<file path="config.mk">
export PLATFORM = sky130hd
export DESIGN_NAME = wavelet_filter_bank
export DESIGN_NICKNAME = d
export VERILOG_FILES = /design/src/rtl/wavelet_pkg.sv /design/src/rtl/wavelet_filter_bank_tap_delay_line.sv /design/src/rtl/wavelet_filter_bank.sv
export SDC_FILE = /design/constraint.sdc
export NUM_CORES = 1
export LEC_CHECK = 0
export ABC_AREA = 1
export BUFFER_PORTS_ARGS = -buffer_cell sky130_fd_sc_hd__clkbuf_2
export CAP_MARGIN = 10
export CELL_PAD_IN_SITES_DETAIL_PLACEMENT = 2
export CELL_PAD_IN_SITES_GLOBAL_PLACEMENT = 2
export CORE_UTILIZATION = 35
export CTS_BUF_LIST = sky130_fd_sc_hd__clkbuf_16
export CTS_CLUSTER_DIAMETER = 200
export DETAILED_ROUTE_END_ITERATION = 16
export PLACE_DENSITY = 0.76
export SYNTH_ARGS = -nofsm -noshare
export SYNTH_HDL_FRONTEND = slang
export SYNTH_SLANG_ARGS = --single-unit
</file>
<file path="constraint.sdc">
create_clock -name i_clk -period 12.6 [get_ports i_clk]
set_clock_uncertainty 0.15 [all_clocks]
set_input_delay 3.78 -clock i_clk [delete_from_list [all_inputs] [get_ports i_clk]]
set_output_delay 3.78 -clock i_clk [all_outputs]
set_load 0.05 [all_outputs]
</file>
<file path="src/rtl/wavelet_pkg.sv">
`default_nettype none
// ============================================================================
// Package  : wavelet_pkg
// Brief    : Shared types and sizing helpers for the Haar wavelet filter bank.
// Revision : 1.0 - initial release
// ============================================================================
package wavelet_pkg;

    // Controller states: waiting for a sample, or stepping the MAC engine.
    typedef enum logic [0:0] {
        IDLE = 1'b0,
        MAC  = 1'b1
    } state_t;

    // Width of an index over n items, never less than one bit.
    function automatic int idx_bits(input int n);
        return (n > 1) ? $clog2(n) : 1;
    endfunction

    // Tap count of filter f.
    function automatic int filt_len(input int base_len, input int f);
        return base_len << f;
    endfunction

    // Cycles from sample acceptance until filter f's result is registered.
    function automatic int cum_len(input int base_len, input int f);
        int s;
        s = 0;
        for (int j = 0; j <= f; j++) begin
            s += base_len << j;
        end
        return s;
    endfunction

    // Result width that holds any +/- sum over max_len samples exactly.
    function automatic int res_bits(input int bits, input int max_len);
        return bits + $clog2(max_len);
    endfunction

endpackage
`default_nettype wire

</file>
<file path="src/rtl/wavelet_filter_bank_tap_delay_line.sv">
`default_nettype none
// ============================================================================
// Module   : tap_delay_line
// Brief    : Shift-enabled sample delay line with a combinational read port.
//            Tap 0 holds the newest sample.
// Revision : 1.0 - initial release
// ============================================================================
module tap_delay_line
    import wavelet_pkg::*;
#(
    parameter int BITS_PER_ELEM = 8,
    parameter int DEPTH         = 32
)(
    input  logic                            i_clk,
    input  logic                            i_rst,
    input  logic                            i_shift,
    input  logic signed [BITS_PER_ELEM-1:0] i_data,
    input  logic [idx_bits(DEPTH)-1:0]      i_addr,
    output logic signed [BITS_PER_ELEM-1:0] o_data
);

    logic signed [BITS_PER_ELEM-1:0] r_line [DEPTH];

    // Shift the chain by one tap whenever a new sample is accepted.
    always_ff @(posedge i_clk) begin
        if (i_rst) begin
            for (int i = 0; i < DEPTH; i++) begin
                r_line[i] <= '0;
            end
        end else if (i_shift) begin
            r_line[0] <= i_data;
            for (int i = 1; i < DEPTH; i++) begin
                r_line[i] <= r_line[i-1];
            end
        end
    end

    assign o_data = r_line[i_addr];

endmodule
`default_nettype wire

</file>
<file path="src/rtl/wavelet_filter_bank.sv">
`default_nettype none
// ============================================================================
// Module   : wavelet_filter_bank
// Brief    : Multi-scale Haar analyser. Each accepted sample triggers one
//            pass of a shared MAC engine over NUM_FILTERS filters of length
//            BASE_LEN<<f, emitting one tagged result and detect flag per scale.
// Revision : 1.0 - initial release
// ============================================================================
module wavelet_filter_bank
    import wavelet_pkg::*;
#(
    parameter int BITS_PER_ELEM = 8,
    parameter int NUM_FILTERS   = 4,
    parameter int BASE_LEN      = 4,
    parameter int MAX_LEN       = BASE_LEN << (NUM_FILTERS - 1),
    parameter int RES_BITS      = res_bits(BITS_PER_ELEM, MAX_LEN),
    parameter int THRESHOLD     = 64
)(
    input  logic                               i_clk,
    input  logic                               i_rst,
    input  logic                               i_valid,
    input  logic signed [BITS_PER_ELEM-1:0]    i_value,
    output logic                               o_ready,
    output logic                               o_valid,
    output logic [idx_bits(NUM_FILTERS)-1:0]   o_filter_idx,
    output logic signed [RES_BITS-1:0]         o_result,
    output logic [NUM_FILTERS-1:0]             o_detect
);

    localparam int c_k_w = idx_bits(MAX_LEN);
    localparam int c_f_w = idx_bits(NUM_FILTERS);
    localparam logic [c_f_w-1:0]  c_last_f = c_f_w'(NUM_FILTERS - 1);
    localparam logic [RES_BITS:0] c_thresh = (RES_BITS + 1)'(THRESHOLD);

    state_t                          r_state;
    logic [c_k_w-1:0]                r_k;
    logic [c_f_w-1:0]                r_f;
    logic signed [RES_BITS-1:0]      r_acc;
    logic                            r_ready;
    logic                            r_valid;
    logic [c_f_w-1:0]                r_filter_idx;
    logic signed [RES_BITS-1:0]      r_result;
    logic [NUM_FILTERS-1:0]          r_detect;

    logic                            w_accept;
    logic signed [BITS_PER_ELEM-1:0] w_tap;
    logic [c_k_w-1:0]                w_last;
    logic [c_k_w-1:0]                w_half;
    logic signed [RES_BITS-1:0]      w_ext;
    logic signed [RES_BITS-1:0]      w_term;
    logic signed [RES_BITS-1:0]      w_sum;
    logic signed [RES_BITS:0]        w_sum_wide;
    logic [RES_BITS:0]               w_mag;
    logic                            w_hit;

    assign w_accept = i_valid & r_ready;

    tap_delay_line #(
        .BITS_PER_ELEM (BITS_PER_ELEM),
        .DEPTH         (MAX_LEN)
    ) u_tap_delay_line (
        .i_clk   (i_clk),
        .i_rst   (i_rst),
        .i_shift (w_accept),
        .i_data  (i_value),
        .i_addr  (r_k),
        .o_data  (w_tap)
    );

    // Current filter geometry, next accumulator value and its threshold test;
    // the magnitude is taken one bit wider so negating the most negative sum
    // cannot wrap.
    always_comb begin
        w_last     = c_k_w'(filt_len(BASE_LEN, int'(r_f)) - 1);
        w_half     = c_k_w'(filt_len(BASE_LEN, int'(r_f)) / 2);
        w_ext      = {{(RES_BITS - BITS_PER_ELEM){w_tap[BITS_PER_ELEM-1]}}, w_tap};
        w_term     = (r_k < w_half) ? w_ext : -w_ext;
        w_sum      = r_acc + w_term;
        w_sum_wide = {w_sum[RES_BITS-1], w_sum};
        w_mag      = w_sum_wide[RES_BITS] ? unsigned'(-w_sum_wide) : unsigned'(w_sum_wide);
        w_hit      = (w_mag > c_thresh);
    end

    // Controller: accept a sample in IDLE, then one MAC term per cycle,
    // publishing each filter's sum on its final term.
    always_ff @(posedge i_clk) begin
        if (i_rst) begin
            r_state      <= IDLE;
            r_k          <= '0;
            r_f          <= '0;
            r_acc        <= '0;
            r_ready      <= 1'b1;
            r_valid      <= 1'b0;
            r_filter_idx <= '0;
            r_result     <= '0;
            r_detect     <= '0;
        end else begin
            r_valid <= 1'b0;
            case (r_state)
                IDLE: begin
                    if (w_accept) begin
                        r_state <= MAC;
                        r_k     <= '0;
                        r_f     <= '0;
                        r_acc   <= '0;
                        r_ready <= 1'b0;
                    end
                end
                MAC: begin
                    if (r_k == w_last) begin
                        r_result      <= w_sum;
                        r_filter_idx  <= r_f;
                        r_valid       <= 1'b1;
                        r_detect[r_f] <= w_hit;
                        r_acc         <= '0;
                        r_k           <= '0;
                        if (r_f == c_last_f) begin
                            r_state <= IDLE;
                            r_ready <= 1'b1;
                        end else begin
                            r_f <= r_f + c_f_w'(1);
                        end
                    end else begin
                        r_acc <= w_sum;
                        r_k   <= r_k + c_k_w'(1);
                    end
                end
                default: begin
                    r_state <= IDLE;
                    r_ready <= 1'b1;
                end
            endcase
        end
    end

    assign o_ready      = r_ready;
    assign o_valid      = r_valid;
    assign o_filter_idx = r_filter_idx;
    assign o_result     = r_result;
    assign o_detect     = r_detect;

endmodule
`default_nettype wire
</file>
* Word-level counts from Yosys, hierarchy flattened *
Memories as Yosys holds them, arrays and structs flattened. A register that Yosys moved wholly into a read port is not among the register bits.
Index checks and enable logic that the tools add are counted.

operators by class
  $add $sub $neg = 7
  $mul = 0
  div/mod/pow operators = 0
  magnitude comparators = 4
  equal/unequal tests = 6
  shift operators = 1
  muxes and demuxes = 62
  bitwise logic cells = 35
  reductions and logical operators = 5

operator list
  operator                count
  $mux W8                 32
  $mux W13                3
  $or A1 B1 Y1            32
  $shl A3 B2 Y32 const A  1
  $pmux W13 S2            1
  $mux W5                 4
  $gt A14 B7 Y1 const B   1
  $mux W14                1
  $neg A13 Y14            1
  $add A13 B13 Y13        1
  $neg A8 Y13             1
  $mux W1                 12
  $pmux W5 S2             1
  $mux W2                 3
  $ne A2 B1 Y1 const B    3
  $reduce_and A3 Y1       2
  $add A5 B1 Y5           1
  $add A5 B1 Y5 const B   1
  $eq A5 B5 Y1            1
  $lt A5 B5 Y1            1
  $sub A5 B2 Y5 const B   1
  $bwmux W4               1
  $pmux W1 S2             2
  $pmux W2 S2             1
  other kinds (11)        12

storage, ports and cells
  flip-flop bits (word level) = 42
  bits in latches = 0
  bits in writable memories = 256
  memory bits (read-only) = 0
  bits of input ports = 11
  output and inout bits = 21
  memories kept = 1

memories
  memory                   depth  width  read ports  clocked after Yosys merged registers in  wr ports  RTL line                                  RTL
  u_tap_delay_line.r_line  32     8      32          1                                        32        wavelet_filter_bank_tap_delay_line.sv:22  logic signed [BITS_PER_ELEM-1:0] r_line [DEPTH];

* Logic depth before layout (Yosys ltp) *
Gate-level depths: netlist (run 1).

  depth in word-level cells = 10
  gate-level depth with buffers = 41

* Hierarchy *
From an unflattened synthesis (run 1), not the netlist that was laid out.

unflattened totals
  cells, all modules = 1883
  area total of the unflattened synthesis = 15502.4 um2

by module, submodules not included
  module               times used  cells each  area each (um2)
  tap_delay_line       1           1408        12480.7
  wavelet_filter_bank  1           475         3021.6

* Least setup slack after synthesis (run 1) *
Ideal clock, no wire load.

  kind = input to register
  from = input i_rst
  to = memory u_tap_delay_line.r_line[0][0], enable pin
  library setup time = 1963 ps
  data arrival time = 8454 ps
  setup slack = 2033 ps
  cell stages on the path = 4
  cell sequence = clkbuf_1 > inv_1 > clkbuf_1 > nand2_1

RTL lines
  what             RTL line                                  RTL
  start, declared  wavelet_filter_bank.sv:20                 input logic i_rst,
  end, declared    wavelet_filter_bank_tap_delay_line.sv:22

==> results of run 1 <==
## path summary, 6_finish.rpt
| path | start | to | slack [ns] | cells after the start |
|---|---|---|---|---|
| max | flop | o_detect[3] | 5.90 | 33 |
| min | r_acc[6] | r_acc[6] | 0.32 | 2 |
| max reg2reg | flop | o_detect[3] | 5.90 | 33 |
| min reg2reg | r_acc[6] | r_acc[6] | 0.32 | 2 |
## cell families (layout without fill, tap and decap cells)
| kind of cell | after synthesis | in the layout |
|---|---|---|
| buffers and inverters | 420 | 445 |
| flip-flops | 303 | 303 |
| adder cells (fa/ha/maj) | 26 | 26 |
| AND/OR/NAND/NOR | 826 | 826 |
| XOR/XNOR | 23 | 23 |
| AO/OA/AOI/OAI | 186 | 186 |
## final cells by class
type | instances | area share, %
multi-input cells | 1061 | 29.0
clock inverters | 29 | 0.757
well taps | 585 | 4.34
flip-flops and latches | 303 | 51.2
clock buffers | 39 | 5.79
inverters | 332 | 7.40
repair buffers | 45 | 1.56
## registers in the layout, indices dropped and copies added, names as in the netlist, named ones only
register and count:
o_valid 1, r_acc 13, r_k 5, o_filter_idx 2, o_result 13, r_f 2
o_detect 4, o_ready 1, u_tap_delay_line.r_line 256, r_state 1
## per-stage QoR
step / util, % / cell area [um^2] / worst slack (ns) / hold WS, ns / cells
finish: 39.2 / 16900 / 5.90 / 0.322 / 2394
floorplan: - / 15200 / 2.03 / 0.300 / 1784
detailed placement: 36.7 / 15800 / 5.73 / 0.319 / 2326
global placement: 36.7 / 15800 / 5.88 / 0.308 / 2326
CTS: 39.2 / 16900 / 5.84 / 0.327 / 2394
global route: 39.2 / 16900 / 5.32 / 0.347 / 2394
## cells in the mapped netlist, types with 7 or more instances
cell type,instances
buf_6,14
nand3_1,172
nor2_1,300
buf_1,7
buf_2,16
dfxtp_1,47
o21ai_0,83
a21oi_1,86
edfxtp_1,256
ha_1,25
clkbuf_1,44
xnor2_1,7
xor2_1,15
inv_1,326
nand2_1,341
## worst max-delay path: cells and delay by family, from the launching register on
family | cells | cell delay, ns
compound gates | 4 | 0.93
buf+inv | 6 | 1.20
xor+xnor | 2 | 0.61
simple gates | 19 | 2.29
flops | 1 | 0.77
fa+ha+maj | 2 | 0.56
## where the power goes
group | internal (mW) | switching [mW]
Sequential | 1.18 | 0.0462
Combinational | 0.103 | 0.261
Clock | 0.558 | 0.426
## per-layer routing
layer	share of wire, %	global-route usage, %	vias to the layer above
met3	2.5	2.50	52
met5	0	0	-
met2	49	33.6	96
met4	2.1	6.10	0
li1	-	-	5631
met1	46	24.5	5817
==> results_dict.tcl, run 1 <==
set metrics [dict create \
    cts_hold_buf 0 \
    synth_area_mm2 0.0152 \
    finalSetupTns_ns 0 \
    power_density_mw_per_mm2 153 \
    synth_ff_type "edfxtp_1" \
    cts_max_level 2 \
    cts.sinks 303 \
    yosysWarnings 0 \
    synth_seq_area_share_pct 56.7 \
    die_h_um 211 \
    dr.pass1.iters 4 \
    grt_pass1_vias 12961 \
    cp_max_fo 76 \
    required_ns 12.90 \
    ant_nets 0 \
    critPathSlowestCell "dfxtp_4" \
    drc 0 \
    synth-xor-area-share_pct 1.37 \
    finalHoldViolCount 0 \
    cts_tree "built" \
    ir_drop_v 0.0000966 \
    cp.arrival_ns 7.01 \
    ios 32 \
    yosys.area_share.simple_pct 22.1 \
    worstSetupStartpointType "flop" \
    synth_area_leader_cell "edfxtp_1" \
    fillers 4889 \
    status "completed" \
    synth_area_leaders "edfxtp_1, nand2_1, inv_1, nor2_1, dfxtp_1" \
    worstHoldPathType "reg -> reg" \
    drive_above_1_share_pct 6.36 \
    total_leakage_power_nw 7.31 \
    cp-end-kind "flop" \
    clock_latency_ns 0.55 \
    drv_cap 0 \
    worst-setup-path-type "reg -> reg" \
    post_drt_wl_per_cell_um 17.1 \
    synth_adder_area_share_pct 2.19 \
    multi_input_area_mm2 0.00489 \
    max_freq_mhz 149 \
    antenna_found_initial 0 \
    grt_overflow_total 0 \
    rows 76 \
    cts-buffers-inserted 38 \
    clock_path_buffers 3 \
    core-area_mm2 0.0430 \
    port_buffers 31 \
    synth_edf_count 256 \
    synth_top_family_by_area "simple AND/OR/NAND/NOR gates" \
    postCtsResizedCells 0 \
    power.total_mw 2.57 \
    synth_compound_area_share_pct 6.36 \
    globalplace.congestion 0.771 \
    period_share_pct 53.2 \
    tightest_slew_ns 1.11 \
    place_hpwl_um 24600 \
    die_area_mm2 0.0443 \
    setup_viol 0 \
    avgSynthCellArea_um2 8.53 \
    gr-usage-all-layers_pct 19.2 \
    cts_root_buf "clkbuf_16" \
    syn_inst 1784 \
    wl_um 40900 \
    initial_utilization_pct 35.4 \
    dieWidth_um 211 \
    clk_pin_slew_ns 0.06 \
    via_per_inst 4.84 \
    area_growth_pct 10.8 \
    post-cts-setup-buffers 0 \
    cp_slowest_stage_delay_ns 0.77 \
    insertedDiodeCount 0 \
    synth.ff_latch_count 303 \
    drt_iter0_drc 584 \
    drv_slew 0 \
    max_slew_margin_pct 25.7 \
    grt_max_degree 97 \
    async_flop_share_pct 0 \
    layout_common_cells "nand2_1, inv_1, nor2_1" \
    synth.distinct_cells 37 \
    synth_top_area_share_pct 50.5 \
    ff_latch_area_mm2 0.00863 \
    syn_nets 1821 \
    final_common_cell "nand2_1" \
    rsz0062_at_grt "false" \
    grt_first_pass_wirelength_um 67700 \
    vias 11596 \
    muxShareOfSynthArea_pct 0 \
    fin_crit_ns 6.70 \
    final_nets 1818 \
]
Power figures use the tool's default switching activity.
==> run 2: changes to the inputs <==
--- a/config.mk
+++ b/config.mk
@@ -14,7 +14,7 @@
 export CTS_BUF_LIST = sky130_fd_sc_hd__clkbuf_16
 export CTS_CLUSTER_DIAMETER = 200
 export DETAILED_ROUTE_END_ITERATION = 16
-export PLACE_DENSITY = 0.76
+export PLACE_DENSITY = 0.79
 export SYNTH_ARGS = -nofsm -noshare
 export SYNTH_HDL_FRONTEND = slang
 export SYNTH_SLANG_ARGS = --single-unit
==> constraint.sdc (replaced) <==
create_clock -name i_clk -period 6.1 [get_ports i_clk]
set_clock_uncertainty 0.15 [all_clocks]
set_input_delay 1.83 -clock i_clk [delete_from_list [all_inputs] [get_ports i_clk]]
set_output_delay 1.83 -clock i_clk [all_outputs]
set_load 0.05 [all_outputs]
==> run 2 against run 1 <==
  * Sequential share of layout area is 0.58 points lower
  * Critical endpoint is now o_detect[0]
  * Critical path type unchanged
  * Combinational power increased by 120%
  * Critical path depth fell by 2
  * Highest routed layer unchanged
  * Worst hold slack better by 0.0079 ns
  * Worst setup slack lost 5.3 ns
  * Power rose by 110%
  * Wire length is 3.4% higher
  * Utilization up 0.45 points
  * Clock-buffer cell count down 1
  * Flip-flop and latch count is the same
  * Clock power up 110%
  * Largest cell class unchanged
==> results_dict.tcl, run 2 (synthesized netlist as in run 1, its figures left out) <==
set metrics [dict create \
    status "completed" \
    cp_slowest_stage_delay_ns 0.52 \
    place_area_mm2 0.0159 \
    die_h_um 211 \
    cp.arrival_ns 5.78 \
    drt_iter0_drc 446 \
    cts_max_level 2 \
    clock_latency_ns 0.56 \
    finalSetupTns_ns 0 \
    port_buffers 31 \
    dp.cells 2340 \
    worstSetupStartpointType "flop" \
    power_density_mw_per_mm2 316 \
    initial_utilization_pct 35.4 \
    gr-usage-all-layers_pct 19.8 \
    grt_pass1_vias 13293 \
    cp-end-kind "flop" \
    globalplace.congestion 0.807 \
    largest_reg_flops 256 \
    vias 11836 \
    insertedDiodeCount 0 \
    fin_cells 2409 \
    dr.pass1.iters 4 \
    cp_max_fo 40 \
    ios 32 \
    multi_input_area_mm2 0.00490 \
    ant_nets 0 \
    cts_root_buf "clkbuf_16" \
    ff_latch_area_mm2 0.00863 \
    max_freq_mhz 183 \
    area_growth_pct 12.0 \
    dieWidth_um 211 \
    required_ns 6.40 \
    grt_overflow_total 0 \
    ir_drop_v 0.000252 \
    fillers 4890 \
    post_drt_wl_per_cell_um 17.6 \
    final_common_cell "inv_1" \
    setup_viol 0 \
    clock_path_buffers 3 \
    drc 0 \
    rsz0062_at_grt "false" \
    grt_first_pass_wirelength_um 69400 \
    total_leakage_power_nw 7.41 \
    final_area_mm2 0.0171 \
    worstHoldPathType "reg -> reg" \
    drv_slew 0 \
    place_hpwl_um 26500 \
    drv_cap 0 \
    cts_tree "built" \
    max_slew_margin_pct 31.5 \
    via_per_inst 4.91 \
    worst-setup-path-type "reg -> reg" \
    tightest_slew_ns 1.03 \
    core-area_mm2 0.0430 \
    fin_crit_ns 5.48 \
    critPathSlowestCell "dfxtp_4" \
    die_area_mm2 0.0443 \
    grt_max_degree 96 \
    cts_hold_buf 0 \
    wl_um 42300 \
    antenna_found_initial 0 \
    drive_above_1_share_pct 6.80 \
    period_share_pct 89.8 \
    cts.sinks 303 \
    top_register "u_tap_delay_line.r_line" \
    path_common_cell "nand2_1" \
    cts-buffers-inserted 38 \
    rows 76 \
    worstHoldStart "r_acc[10]" \
    clk_pin_slew_ns 0.05 \
    final_nets 1832 \
    finalHoldViolCount 0 \
    layout_common_cells "inv_1, nand2_1, nor2_1" \
]
run 2: worst max-delay path: cells and delay by family, from the launching register on:
kind / cells / cell delay (ns)
fa+ha+maj: 2 / 0.58
xor+xnor: 2 / 0.37
flops: 1 / 0.52
compound gates: 4 / 0.99
buf+inv: 5 / 0.72
simple gates: 18 / 2.04
run 2: stage by stage:
step           util [%]  setup slack (ns)  power [mW]  hold slack [ns]
6_report           39.7             0.623        5.39            0.330
5_1_grt            39.7            0.0301        5.65            0.360
4_1_cts            39.7             0.431        5.47            0.337
3_3_place_gp       37.1             0.650        3.30            0.309
3_5_place_dp       37.1             0.456        3.36            0.327
2_1_floorplan         -             0.105        3.12            0.300
run 2: final timing paths:
check,slack [ns],endpoint,cells after the start
setup / recovery,0.62,o_detect[0],31
setup reg to reg,0.62,o_detect[0],31
hold reg to reg,0.33,r_acc[10],2
hold / removal,0.33,r_acc[10],2
run 2: final cells by class:
| type | count | share of cell area, % |
|---|---|---|
| inverter | 332 | 7.33 |
| sequential | 303 | 50.6 |
| clock buffer | 38 | 5.57 |
| multi-input combinational | 1061 | 28.7 |
| clock inverter | 31 | 1.00 |
| tap | 585 | 4.29 |
| timing repair buffer | 59 | 2.45 |
run 2: what timing repair did:
item	in CTS	in global routing
gates resized for setup	0	2
setup endpoints to repair	0	4
setup buffers	0	0
run 2: power breakdown:
part / internal [mW] / total (mW) / leakage (nW) / switching [mW]
sequential: 2.44 / 2.53 / 3.16 / 0.0925
combinational: 0.229 / 0.784 / 3.64 / 0.554
clock: 1.17 / 2.07 / 0.609 / 0.900
run 2: layer usage:
metal	GRT usage, %	wire length (um)
met3	3.11	1340
met1	24.5	18900
met5	0	0
met4	6.27	897
met2	35.1	21200
